`config.mk`:
```
export PLATFORM = sky130hd
export DESIGN_NAME = pwm_deadtime
export DESIGN_NICKNAME = d
export VERILOG_FILES = /design/src/rtl/pwm_dt_pkg.sv /design/src/rtl/pwm_dt_sync.sv /design/src/rtl/pwm_deadtime.sv
export SDC_FILE = /design/constraint.sdc
export NUM_CORES = 1
export LEC_CHECK = 0
export ABC_AREA = 1
export ABC_CLOCK_PERIOD_IN_PS = 2100
export CELL_PAD_IN_SITES_DETAIL_PLACEMENT = 1
export CELL_PAD_IN_SITES_GLOBAL_PLACEMENT = 2
export CORE_MARGIN = 2
export CORE_UTILIZATION = 31
export CTS_CLUSTER_DIAMETER = 60
export CTS_CLUSTER_SIZE = 14
export DETAILED_ROUTE_END_ITERATION = 12
export GPL_TIMING_DRIVEN = 1
export PLACE_DENSITY_LB_ADDON = 0.1
export SYNTH_ARGS = -nofsm -noshare
export SYNTH_HDL_FRONTEND = slang
export SYNTH_SLANG_ARGS = --single-unit
export TNS_END_PERCENT = 50
```
`constraint.sdc`:
```
create_clock -name clk_i -period 2.1 [get_ports clk_i]
set_clock_uncertainty 0.15 [all_clocks]
set_input_delay 0.21 -clock clk_i [delete_from_list [all_inputs] [get_ports clk_i]]
set_output_delay 0.21 -clock clk_i [all_outputs]
set_load 0.01 [all_outputs]
```
`src/rtl/pwm_dt_pkg.sv`:
```
// Shared types and constants for the PWM dead-time stage.
// Latency: none (declarations only).
// Backpressure: none (declarations only).
package pwm_dt_pkg;

  typedef enum logic [2:0] {
    OFF     = 3'd0,
    LO_ON   = 3'd1,
    DT_RISE = 3'd2,
    HI_ON   = 3'd3,
    DT_FALL = 3'd4
  } dt_state_e;

  // Byte addresses of the register map
  localparam int unsigned ADR_CTRL    = 32'h00;
  localparam int unsigned ADR_DT_RISE = 32'h04;
  localparam int unsigned ADR_DT_FALL = 32'h08;
  localparam int unsigned ADR_STATUS  = 32'h0C;

  // CTRL bit positions
  localparam int unsigned CTRL_W          = 4;
  localparam int unsigned CTRL_EN         = 0;
  localparam int unsigned CTRL_POL_HI     = 1;
  localparam int unsigned CTRL_POL_LO     = 2;
  localparam int unsigned CTRL_FORCE_SAFE = 3;

endpackage

```
`src/rtl/pwm_dt_sync.sv`:
```
// Two-flop synchronizer bringing the raw PWM into the clk_i domain.
// Latency: 2 clk_i cycles.
// Backpressure: none; free-running sampler.
module pwm_dt_sync (
  input  logic clk_i,
  input  logic rst_ni,
  input  logic d_i,
  output logic q_o
);

  logic meta_q, meta_d;
  logic sync_q, sync_d;

  // Shift the input through the two synchronizer stages
  always_comb begin
    meta_d = d_i;
    sync_d = meta_q;
  end

  // Synchronizer flops, cleared by reset
  always_ff @(posedge clk_i or negedge rst_ni) begin
    if (!rst_ni) begin
      meta_q <= 1'b0;
      sync_q <= 1'b0;
    end else begin
      meta_q <= meta_d;
      sync_q <= sync_d;
    end
  end

  assign q_o = sync_q;

endmodule

```
`src/rtl/pwm_deadtime.sv`:
```
// Complementary high/low PWM driver with programmable rising/falling dead time.
// Latency: pwm_i edge to outputs 1 cycle, or 3 cycles with PWMDT_SYNC_EN (input synchronizer).
// Backpressure: none; register reads are combinational, writes take effect next cycle.
module pwm_deadtime
  import pwm_dt_pkg::*;
#(
  parameter int DT_W   = 16,
  parameter int STAT_W = 16,
  parameter int ADDR_W = 8
) (
  input  logic              clk_i,
  input  logic              rst_ni,
  input  logic              re_i,
  input  logic              we_i,
  input  logic [ADDR_W-1:0] addr_i,
  input  logic [31:0]       wdata_i,
  output logic [31:0]       rdata_o,
  input  logic              pwm_i,
  output logic              pwm_hi_o,
  output logic              pwm_lo_o,
  output logic              oe_hi_o,
  output logic              oe_lo_o
);

  logic [CTRL_W-1:0] ctrl_q, ctrl_d;
  logic [DT_W-1:0]   dt_rise_q, dt_rise_d;
  logic [DT_W-1:0]   dt_fall_q, dt_fall_d;
  logic [STAT_W-1:0] status_q, status_d;
  dt_state_e         state_q, state_d;
  logic [DT_W-1:0]   cnt_q, cnt_d;
  logic              pwm_hi_q, pwm_hi_d;
  logic              pwm_lo_q, pwm_lo_d;
  logic              oe_q, oe_d;

  logic pwm_s;
  logic swallow;
  logic wr_en;
  logic sel_ctrl, sel_dt_rise, sel_dt_fall, sel_status;
  logic en, pol_hi, pol_lo, force_safe;
  logic unused_wdata;

  // Raw PWM either comes from another clock domain or is already local
`ifdef PWMDT_SYNC_EN
  pwm_dt_sync u_sync (
    .clk_i  (clk_i),
    .rst_ni (rst_ni),
    .d_i    (pwm_i),
    .q_o    (pwm_s)
  );
`else
  assign pwm_s = pwm_i;
`endif

  assign wr_en        = we_i & ~re_i;
  assign sel_ctrl     = (addr_i == ADDR_W'(ADR_CTRL));
  assign sel_dt_rise  = (addr_i == ADDR_W'(ADR_DT_RISE));
  assign sel_dt_fall  = (addr_i == ADDR_W'(ADR_DT_FALL));
  assign sel_status   = (addr_i == ADDR_W'(ADR_STATUS));
  assign unused_wdata = ^wdata_i[31:DT_W];

  assign en         = ctrl_q[CTRL_EN];
  assign pol_hi     = ctrl_q[CTRL_POL_HI];
  assign pol_lo     = ctrl_q[CTRL_POL_LO];
  assign force_safe = ctrl_q[CTRL_FORCE_SAFE];

  // Register write decode; a STATUS write clears even if a swallow lands the same cycle
  always_comb begin
    ctrl_d    = ctrl_q;
    dt_rise_d = dt_rise_q;
    dt_fall_d = dt_fall_q;
    status_d  = status_q;
    if (swallow && (status_q != '1)) begin
      status_d = status_q + STAT_W'(1);
    end
    if (wr_en) begin
      if (sel_ctrl)    ctrl_d    = wdata_i[CTRL_W-1:0];
      if (sel_dt_rise) dt_rise_d = wdata_i[DT_W-1:0];
      if (sel_dt_fall) dt_fall_d = wdata_i[DT_W-1:0];
      if (sel_status)  status_d  = '0;
    end
  end

  // Configuration and status registers
  always_ff @(posedge clk_i or negedge rst_ni) begin
    if (!rst_ni) begin
      ctrl_q    <= '0;
      dt_rise_q <= '0;
      dt_fall_q <= '0;
      status_q  <= '0;
    end else begin
      ctrl_q    <= ctrl_d;
      dt_rise_q <= dt_rise_d;
      dt_fall_q <= dt_fall_d;
      status_q  <= status_d;
    end
  end

  // Combinational read mux, zero-extended; unmapped addresses read 0
  always_comb begin
    rdata_o = '0;
    if (sel_ctrl)    rdata_o = 32'(ctrl_q);
    if (sel_dt_rise) rdata_o = 32'(dt_rise_q);
    if (sel_dt_fall) rdata_o = 32'(dt_fall_q);
    if (sel_status)  rdata_o = 32'(status_q);
  end

  // FSM state and dead-time counter
  always_ff @(posedge clk_i or negedge rst_ni) begin
    if (!rst_ni) begin
      state_q <= OFF;
      cnt_q   <= '0;
    end else begin
      state_q <= state_d;
      cnt_q   <= cnt_d;
    end
  end

  // Next state: disable/force_safe override everything; a DT state counts down the loaded gap
  // and a pwm_s reversal inside the gap swallows the pulse. cnt of 0 (DT=0 entered from OFF)
  // exits like cnt of 1.
  always_comb begin
    state_d = state_q;
    cnt_d   = cnt_q;
    swallow = 1'b0;
    if (!en || force_safe) begin
      state_d = OFF;
      cnt_d   = '0;
    end else begin
      case (state_q)
        OFF: begin
          if (pwm_s) begin
            state_d = DT_RISE;
            cnt_d   = dt_rise_q;
          end else begin
            state_d = LO_ON;
          end
        end
        LO_ON: begin
          if (pwm_s) begin
            if (dt_rise_q == '0) begin
              state_d = HI_ON;
            end else begin
              state_d = DT_RISE;
              cnt_d   = dt_rise_q;
            end
          end
        end
        DT_RISE: begin
          if (!pwm_s) begin
            state_d = LO_ON;
            cnt_d   = '0;
            swallow = 1'b1;
          end else if (cnt_q <= DT_W'(1)) begin
            state_d = HI_ON;
            cnt_d   = '0;
          end else begin
            cnt_d = cnt_q - DT_W'(1);
          end
        end
        HI_ON: begin
          if (!pwm_s) begin
            if (dt_fall_q == '0) begin
              state_d = LO_ON;
            end else begin
              state_d = DT_FALL;
              cnt_d   = dt_fall_q;
            end
          end
        end
        DT_FALL: begin
          if (pwm_s) begin
            state_d = HI_ON;
            cnt_d   = '0;
            swallow = 1'b1;
          end else if (cnt_q <= DT_W'(1)) begin
            state_d = LO_ON;
            cnt_d   = '0;
          end else begin
            cnt_d = cnt_q - DT_W'(1);
          end
        end
        default: begin
          state_d = OFF;
          cnt_d   = '0;
        end
      endcase
    end
  end

  // Output levels follow the next state so pads switch together with the state register
  always_comb begin
    pwm_hi_d = (state_d == HI_ON) ^ pol_hi;
    pwm_lo_d = (state_d == LO_ON) ^ pol_lo;
    oe_d     = en;
  end

  // Registered pad drives and enables
  always_ff @(posedge clk_i or negedge rst_ni) begin
    if (!rst_ni) begin
      pwm_hi_q <= 1'b0;
      pwm_lo_q <= 1'b0;
      oe_q     <= 1'b0;
    end else begin
      pwm_hi_q <= pwm_hi_d;
      pwm_lo_q <= pwm_lo_d;
      oe_q     <= oe_d;
    end
  end

  assign pwm_hi_o = pwm_hi_q;
  assign pwm_lo_o = pwm_lo_q;
  assign oe_hi_o  = oe_q;
  assign oe_lo_o  = oe_q;

endmodule

```
==> results.ini <==
[yosys]
synth_top_area_cell=dfrtp_1
ys_seq_area_share_pct=39.0
synth-simple-area-share_pct=25.0
synthXorXnorAreaFrac_pct=4.62
synth_area_leaders=dfrtp_1 (39%), nand2_1 (11%), inv_1 (6.6%)
synth_top_family_by_area=simple AND/OR/NAND/NOR gates
synth_top_area_share_pct=39.0
async_reset_ff_share_pct=100
synth_cells=617
synth.most_common_cell=nand2_1
postSynthAreaPerCell_sq_um=7.69
synth_area_sq_um=4740
synth_ff_type=dfrtp_1
yosysWarnings=0
ys_ff_latch=74
synthMuxAreaShare_pct=0
synth-edff-count=0
yosys.area_share.adder_pct=0.791
synth_compound_area_share_pct=17.6
synth.distinct_cells=41
netlist_top_cells_count=nand2_1 (142), inv_1 (83), dfrtp_1 (74), nor2_1 (66), o21ai_0 (30)

[layout]
final_nets=746
drive_gt1_share_pct=21.5
fin_area_sq_um=6040
syn_to_final_growth_pct=27.4
antenna_cells=0
fillers=1887

[global_route]
antenna_found_initial=0
overflow=0
grt_start_max_net_pins=43
grt_pass1_vias=4522
grt_pass1_wl_microns=24800
grtUsageTotal_pct=19.7

[placed_design]
portBuffers=48
hpwl_microns=11100
gp_congestion=0.823
placed_cell_area_sq_um=5590

[setup_path]
cp_slowest_cell=dlygate4sd2_1
cp_max_fo=11
crit_start=addr_i[2]
crit_path_max_incr_delay_ns=0.51
r2r_start=dt_fall_q[9]$_DFFE_PN0P_
crit_type=primary input to primary output
crit_chain=dlygate4sd2_1, nand4_1, buf_6, inv_1, buf_12, nand2_1, o221ai_4, buf_2
cp_data_arrival_time_ns=1.63
cp-end-kind=primary output
crit_path_start_kind=primary input
crit_required_ns=1.74

[clocking]
clk_pin_slew_ns=0.06
root_buffer=clkbuf_16
cts_tree=yes
clock_latency_ns=0.35
cts-htree-levels=3
clock_sinks=74
cts_made_buffers=9
cts_buffer_depth=2

[timing]
min_period_ns=1.99
setup_viol=0
final_max_slew_viol_count=0
finalCritPeriodShare_pct=94.6
timing.fmax_mhz=503
hold_violations=0
slew_headroom_pct=61.9
rsz0062_at_grt=true
worstMarginPinSlew_ns=0.571

[detailed_routing]
wl_per_cell_microns=16.9
vias=4262
drtPass1Iterations=4
drtIter0Drc=174
viasPerCell=4.78
wl_microns=15100
drc_errors=0
final_antenna_net_count=0

[floorplan]
die_area_sq_um=16300
die_h_microns=128
start_util_pct=31.4
placementRows=45
dieWidth_microns=128
io_pins=81
core_area_sq_um=15100

[hold_path]
min_path_type=primary input to asynchronous set/reset pin

[power_and_ir_drop]
power_density_nw_per_um2=591
peakVddDrop_uv=383
leakagePower_nw=2.90
power.total_mw=3.57

[flow_run]
drv_cap=0

[outcome]
outcome=finished clean

-- state kept, by name, indices dropped and copies added, names as in the netlist --
signal / cells
ctrl_q: 4
cnt_q: 16
state_q: 3
dt_rise_q: 16
status_q: 16
oe_hi_o: 1
pwm_lo_o: 1
dt_fall_q: 16
pwm_hi_o: 1
-- metal layers --
layer | wire length, microns | GRT usage, %
met4 | 165 | 5.37
met5 | 0 | 0
met2 | 7450 | 33.1
met3 | 404 | 4.09
met1 | 7040 | 25.9
-- area by class of cell --
| type | instances | area [sq um] | share of cell area (%) |
|---|---|---|---|
| clock inverter | 7 | 68.8 | 1.14 |
| inverter | 92 | 355 | 5.88 |
| timing repair buffer | 88 | 820 | 13.6 |
| sequential | 74 | 1850 | 30.6 |
| tap | 188 | 235 | 3.89 |
| clock buffer | 9 | 225 | 3.73 |
| multi-input combinational | 433 | 2490 | 41.2 |
-- cells in the final DEF (no fill, tap or decap), types with 11 or more instances in the layout --
master	n
nor2_1	64
nand2_1	141
clkdlybuf4s50_1	23
o21bai_1	11
buf_2	15
nand3_1	20
inv_1	82
buf_4	27
xor2_1	19
o21ai_0	21
dfrtp_1	74
o21ai_2	29
conb_1	16
o22ai_1	15
o21ai_1	18
-- metrics by stage --
step                      util (%)  setup slack (ns)  hold WS, ns  TNS, ns  std cells
after global routing          40.0           -0.0347        0.260  -0.0920        891
after floorplan                  -             0.364       -0.236        0        632
after CTS                     40.0            0.0983        0.238        0        890
after global placement        37.0            -0.575       0.0478   -11.00        867
final                         40.0             0.114        0.233        0        891
after detailed placement      37.0            -0.596       0.0528   -12.46        867
-- power by group --
group	internal (mW)	switching, mW	total, mW
clock network	0.918	0.650	1.57
registers	1.49	0.0766	1.56
logic	0.169	0.270	0.438
-- critical path: cells and delay by family --
kind / cells / cell delay [ns]
AO/OA/AOI/OAI: 1 / 0.09
buffers and inverters: 5 / 1.04
AND/OR/NAND/NOR: 2 / 0.27
-- what timing repair did --
action	4_1_cts	5_1_grt
setup endpoints to repair	16	11
buffers inserted	5	1
pin swaps	12	4
gates resized for setup	107	4
hold buffers	1	0
hold endpoints to repair	32	0
cloned	1	0
-- cell families (layout without fill, tap and decap cells) --
family,count (synthesis),after routing
AOI/OAI and AO/OA,120,120
other,1,16
buffers and inverters,126,196
adders and majority gates,3,3
DFF,74,74
xor gates and xnor gates,25,25
and+or+nand+nor,268,269
-- final timing paths --
check                                            to  slack (ns)  depth (start not counted)
setup / recovery                         rdata_o[6]        0.11                          8
min in group clk_i         dt_rise_q[7]$_DFFE_PN0P_        0.29                          3
hold / removal             dt_fall_q[8]$_DFFE_PN0P_        0.23                          2
hold reg to reg                   oe_hi_o$_DFF_PN0_        0.29                          0
max in group asynchronous  dt_fall_q[0]$_DFFE_PN0P_        0.95                          3
setup reg to reg               cnt_q[0]$_DFFE_PN0P_        0.13                         11
Note: power is estimated with default switching activity, not from simulation.
==> variant 1, RTL diff (same flow settings) <==
Register the output `rdata_o`, with the module's reset; this adds one clock of latency there. The other outputs are not delayed to match.
--- a/src/rtl/pwm_deadtime.sv
+++ b/src/rtl/pwm_deadtime.sv
@@ -22,6 +22,8 @@
   output logic              oe_lo_o
 );
 
+  logic [31:0] rdata_d;
+
   logic [CTRL_W-1:0] ctrl_q, ctrl_d;
   logic [DT_W-1:0]   dt_rise_q, dt_rise_d;
   logic [DT_W-1:0]   dt_fall_q, dt_fall_d;
@@ -97,11 +99,11 @@
 
   // Combinational read mux, zero-extended; unmapped addresses read 0
   always_comb begin
-    rdata_o = '0;
-    if (sel_ctrl)    rdata_o = 32'(ctrl_q);
-    if (sel_dt_rise) rdata_o = 32'(dt_rise_q);
-    if (sel_dt_fall) rdata_o = 32'(dt_fall_q);
-    if (sel_status)  rdata_o = 32'(status_q);
+    rdata_d = '0;
+    if (sel_ctrl)    rdata_d = 32'(ctrl_q);
+    if (sel_dt_rise) rdata_d = 32'(dt_rise_q);
+    if (sel_dt_fall) rdata_d = 32'(dt_fall_q);
+    if (sel_status)  rdata_d = 32'(status_q);
   end
 
   // FSM state and dead-time counter
@@ -212,5 +214,13 @@
   assign oe_hi_o  = oe_q;
   assign oe_lo_o  = oe_q;
 
+  always_ff @(posedge clk_i or negedge rst_ni) begin
+    if (!rst_ni) begin
+      rdata_o <= '0;
+    end else begin
+      rdata_o <= rdata_d;
+    end
+  end
+
 endmodule
 
Check against the original RTL: not equivalent (a bounded check fails within 4 cycles, from zero or initial values and one cycle with rst_ni low).
==> variant 1 against the original RTL <==
Sequential cell count is 16 higher; non-clock buffer count is 14 lower; first-iteration DRC count is 22% lower; power is 22% higher; setup slack better by 57 ps; area after synthesis is 8.4% higher; clock power is 31% higher; combinational power is 3% lower; routed wire length is 2.5% lower; register-to-register slack better by 40 ps; design area is 5.2% higher; critical path type is now reg2reg; critical endpoint is now cnt_q[11].
==> variant 1: results (changes against the original RTL) <==
| Metric | Value |
|---|---|
| Status | complete, no violations |
| Compound-Gate Fraction of Synth Area | 16.2% (-1.4 points) |
| Crit Path Category | reg2reg |
| Data arrival time of the worst path | 2020 ps (+390 ps) |
| Fin nets | 747 (+0.13%) |
| Post-cts repair resize count | 0 (-100%) |
| CP max FO | 16 (+5) |
| Max incr delay on CP | 400 ps (-110 ps) |
| Comb pwr share | 9.8% (-2.5 points) |
| Met2 wire length | 7.24 mm (-2.8%) |
| Grt met1 use | 22.9% (-3.0 points) |
| Global-route usage over all layers | 17.7% (-2.1 points) |
| Ys Warns | 0 (unchanged) |
| Switching share of power | 24.5% (-3.4 points) |
| Leak | 3.01 nW (+3.8%) |
| Post-CTS setup buffers | 0 (-5) |
| Clock buffer depth | 2 (unchanged) |
| Number of fill cells in the layout | 1952 (+3.4%) |
| Routed WL per cell | 15.9 µm (-6.0%) |
| Kind of cell adding the most delay to the critical path | simple AND/OR/NAND/NOR gates |
| Metal-1 WL | 6.78 mm (-3.7%) |
| Fraction of layout cells with a size suffix above 1 | 14.8% (-6.7 points) |
| M2 GR Usage | 29.9% (-3.2 points) |
| RR Endpoint | cnt_q[11] |
| Post-Synth Adder-Cell Area | 0.730% (-0.062 points) |
| Worst reg2reg path startpoint | cnt_q[0] |
| XOR/XNOR Fraction of Synth Area | 4.26% (-0.36 points) |
| Pin count of the biggest net entering global routing | 81 (+88%) |
| 1st-iter DRT viols | 136 (-22%) |
| Flop2flop setup slack | 170 ps (+40 ps) |
| Final Util | 38.7% (-1.3 points) |
| Crit path time final | 1930 ps (-57.2 ps) |
| Vias in the first global route | 4624 (+2.3%) |
| GP Congestion | 0.763 (-7.2%) |
| Final HPWL DP | 11.1 mm (+0.19%) |
| Commonest cells post-synth | nand2_1, dfrtp_1, inv_1 |
| R2R depth | 10 (-1) |
| Met3 GRT Util | 3.79% (-0.30 points) |
| Maximum vdd drop | 421 µV (+10%) |
| Placed cell area | 5940 µm² (+6.2%) |
| Vias post-DR | 4317 (+1.3%) |
| Total clock network power | 2.06 mW (+31%) |
| First-pass GRT wire length | 24.2 mm (-2.1%) |
| Metal3 WL | 443 µm (+9.7%) |
| Sequential fraction of the synthesis area | 43.8% (+4.7 points) |
| Synth top area cells | dfrtp_1, nand2_1, inv_1, nor2_1, o21ai_2 |
| Max stage delay cell, worst path | dfrtp_1 |
-- variant 1: changes by cell type after synthesis --
| cell | delta |
|---|---|
| dfrtp_1 | +16 |
-- variant 1: metrics by stage --
stage	hold WS, ps	power, mW	instances
after floorplan	-236	2.14	648
after global placement	-84.2	2.32	906
after detailed placement	-83.0	2.33	906
after CTS	75.2	4.41	923
after global routing	81.2	4.54	924
final	81.4	4.35	924
-- variant 1: logic make-up after synthesis --
| family | after synthesis |
|---|---|
| AOI/OAI and AO/OA | 120 |
| DFF | 90 |
| buffers and inverters | 126 |
| adders and majority gates | 3 |
| other | 1 |
| xor gates and xnor gates | 25 |
| and+or+nand+nor | 268 |
-- variant 1: cell type report --
class                           count  area share, %
Tap cell                          220           4.33
Inverter                           92           5.63
Timing Repair Buffer               74           11.6
Clock buffer                       10           3.76
Clock inverter                      6           2.17
Sequential cell                    90           35.4
Multi-Input combinational cell    432           37.1
==> variant 2, RTL diff (same flow settings) <==
Made on the original files. Set the package constant `CTRL_W` to 5 (it was 4).
--- a/src/rtl/pwm_dt_pkg.sv
+++ b/src/rtl/pwm_dt_pkg.sv
@@ -18,7 +18,7 @@
   localparam int unsigned ADR_STATUS  = 32'h0C;
 
   // CTRL bit positions
-  localparam int unsigned CTRL_W          = 4;
+  localparam int unsigned CTRL_W          = 5;
   localparam int unsigned CTRL_EN         = 0;
   localparam int unsigned CTRL_POL_HI     = 1;
   localparam int unsigned CTRL_POL_LO     = 2;
Behaviour: not the same (a bounded check fails within 4 cycles, from zero or initial values and one cycle with rst_ni low).
==> variant 2 against the original RTL <==
Design area increased by 1.3%; power is 3.3% lower; synthesized cell count increased by 1.9%; non-clock buffer count rose by 9; clock power fell by 6%; setup slack got worse by 39 ps; area after synthesis barely moved; routed wire length is 1.9% higher; sequential cell count up 1.
==> variant 2: results (changes against the original RTL) <==
| Metric | Value |
|---|---|
| Status | complete, no violations |
| Vias in the first global route | 4748 (+5.0%) |
| XOR/XNOR Fraction of Synth Area | 4.24% (-0.37 points) |
| Crit path capture | rdata_o[6] |
| GP Congestion | 0.830 (+0.94%) |
| Flop2flop setup slack | 180 ps (+50 ps) |
| IO buf count | 48 (unchanged) |
| Synth top area cells | dfrtp_1, nand2_1, nor2_1, inv_1, nand3_1 |
| Place WS | -435 ps (+161 ps) |
| Clock latency on the worst-skew pair | 340 ps |
| RR Endpoint | pwm_lo_o |
| Final HPWL DP | 11.9 mm (+7.9%) |
| Initial antenna violation count | 0 (unchanged) |
| Antenna Cells | 0 (unchanged) |
| Routed wire length | 15.3 mm (+1.9%) |
| Clock-pin slew on the worst setup and hold paths | 60 ps (about the same) |
| Global-route usage over all layers | 20.0% (+0.24 points) |
| Fin nets | 766 (+2.7%) |
| Cell variety after synth | 43 (+4.9%) |
| First-pass GRT wire length | 25.2 mm (+1.9%) |
| Compound-Gate Fraction of Synth Area | 13.6% (-3.9 points) |
| Post-synth ARST share | 100% (unchanged) |
| Post-Synth Adder-Cell Area | 0.791% (about the same) |
| Data arrival time of the worst path | 1670 ps (+40 ps) |
| Number of fill cells in the layout | 1843 (-2.3%) |
| Leak | 3.05 nW (+5.3%) |
| Fraction of layout cells with a size suffix above 1 | 20.7% (-0.73 points) |
| TritonRoute pass-1 iters | 4 (unchanged) |
| Pin count of the biggest net entering global routing | 34 (-21%) |
| Root Buffer | clkbuf_16 |
| 1st-iter DRT viols | 208 (+20%) |
| CP max FO | 8 (-3) |
| Top FF cell, synth | dfrtp_1 |
| Sequential fraction of the synthesis area | 39.5% (+0.50 points) |
| Num CTS Buffers | 9 (unchanged) |
| R2R depth | 12 (+1) |
| Worst reg2reg path startpoint | cnt_q[0] |
| Worst min path class | in2async |
| Clock buffer depth | 2 (unchanged) |
| Crit path launch | addr_i[1] |
| Commonest cells post-synth | nand2_1, nor2_1, dfrtp_1 |
| DR vias/cell | 4.86 (+1.7%) |
| Maximum vdd drop | 325 µV (-15%) |
| Tcrit/Tclk final | 96.4% (+1.9 points) |
-- variant 2: logic make-up (layout without fill, tap and decap cells) --
family                   count (synthesis)  count (layout)
other                                    1              16
AO/OA/AOI/OAI                          100             100
XOR/XNOR                                23              23
flip-flops                              75              75
AND/OR/NAND/NOR                        313             313
buffers and inverters                  114             193
adder cells (fa/ha/maj)                  3               3
-- variant 2: worst min-delay path by stage --
| stage | slack (ps) | startpoint | endpoint |
|---|---|---|---|
| detailed placement | 30 | rst_ni | status_q[9] |
| floorplan | -240 | rst_ni | cnt_q[0] |
| global placement | 30 | rst_ni | status_q[9] |
| finish | 200 | rst_ni | cnt_q[2] |
| CTS | 210 | rst_ni | status_q[9] |
| global route | 220 | rst_ni | cnt_q[2] |
-- variant 2: worst max-delay path: stages --
cell and delay, ps:
clkdlybuf4s50_1 400, or2_4 250, inv_4 80, buf_12 100, nand4_4 120, buf_12 180, o221ai_2 160, buf_2 170
-- variant 2: layout make-up --
| cell class | instances | share of cell area (%) |
|---|---|---|
| Clock inverter | 2 | 0.163 |
| Tap cell | 188 | 3.84 |
| Clock buffer | 14 | 4.31 |
| Inverter | 80 | 5.15 |
| Multi-Input combinational cell | 455 | 40.5 |
| Sequential cell | 75 | 30.7 |
| Timing Repair Buffer | 97 | 15.3 |
-- variant 2: metrics by stage --
| stage | util (%) | std cells | instance area, µm² | TNS (ps) |
|---|---|---|---|---|
| 2_1_floorplan | - | 644 | 4800 | 0 |
| 3_3_place_gp | 38.1 | 892 | 5760 | -6110 |
| 3_5_place_dp | 38.1 | 892 | 5760 | -6270 |
| 4_1_cts | 39.7 | 909 | 5990 | -136 |
| 5_1_grt | 40.6 | 911 | 6120 | -2.09 |
| 6_report | 40.6 | 911 | 6120 | 0 |
-- variant 2: routing by layer --
layer	track usage (%)	vias up	share of wire, %
li1	-	2194	-
met2	34.6	47	51
met4	4.72	0	1.1
met5	0	-	0
met1	25.7	2180	46
met3	4.01	9	2.2
-- variant 2: where the power goes --
part	internal, mW	total (mW)	switching [mW]
logic	0.176	0.414	0.239
registers	1.50	1.56	0.0618
clock network	0.863	1.48	0.613
total	2.54	3.45	0.914
-- variant 2: repair_timing --
action,4_1_cts,5_1_grt
endpoints found under the hold margin,24,0
resized for setup,65,32
setup buffers,0,1
pin swaps,0,7
hold buffers,1,0
gates cloned,0,1
setup endpoints to repair,16,27
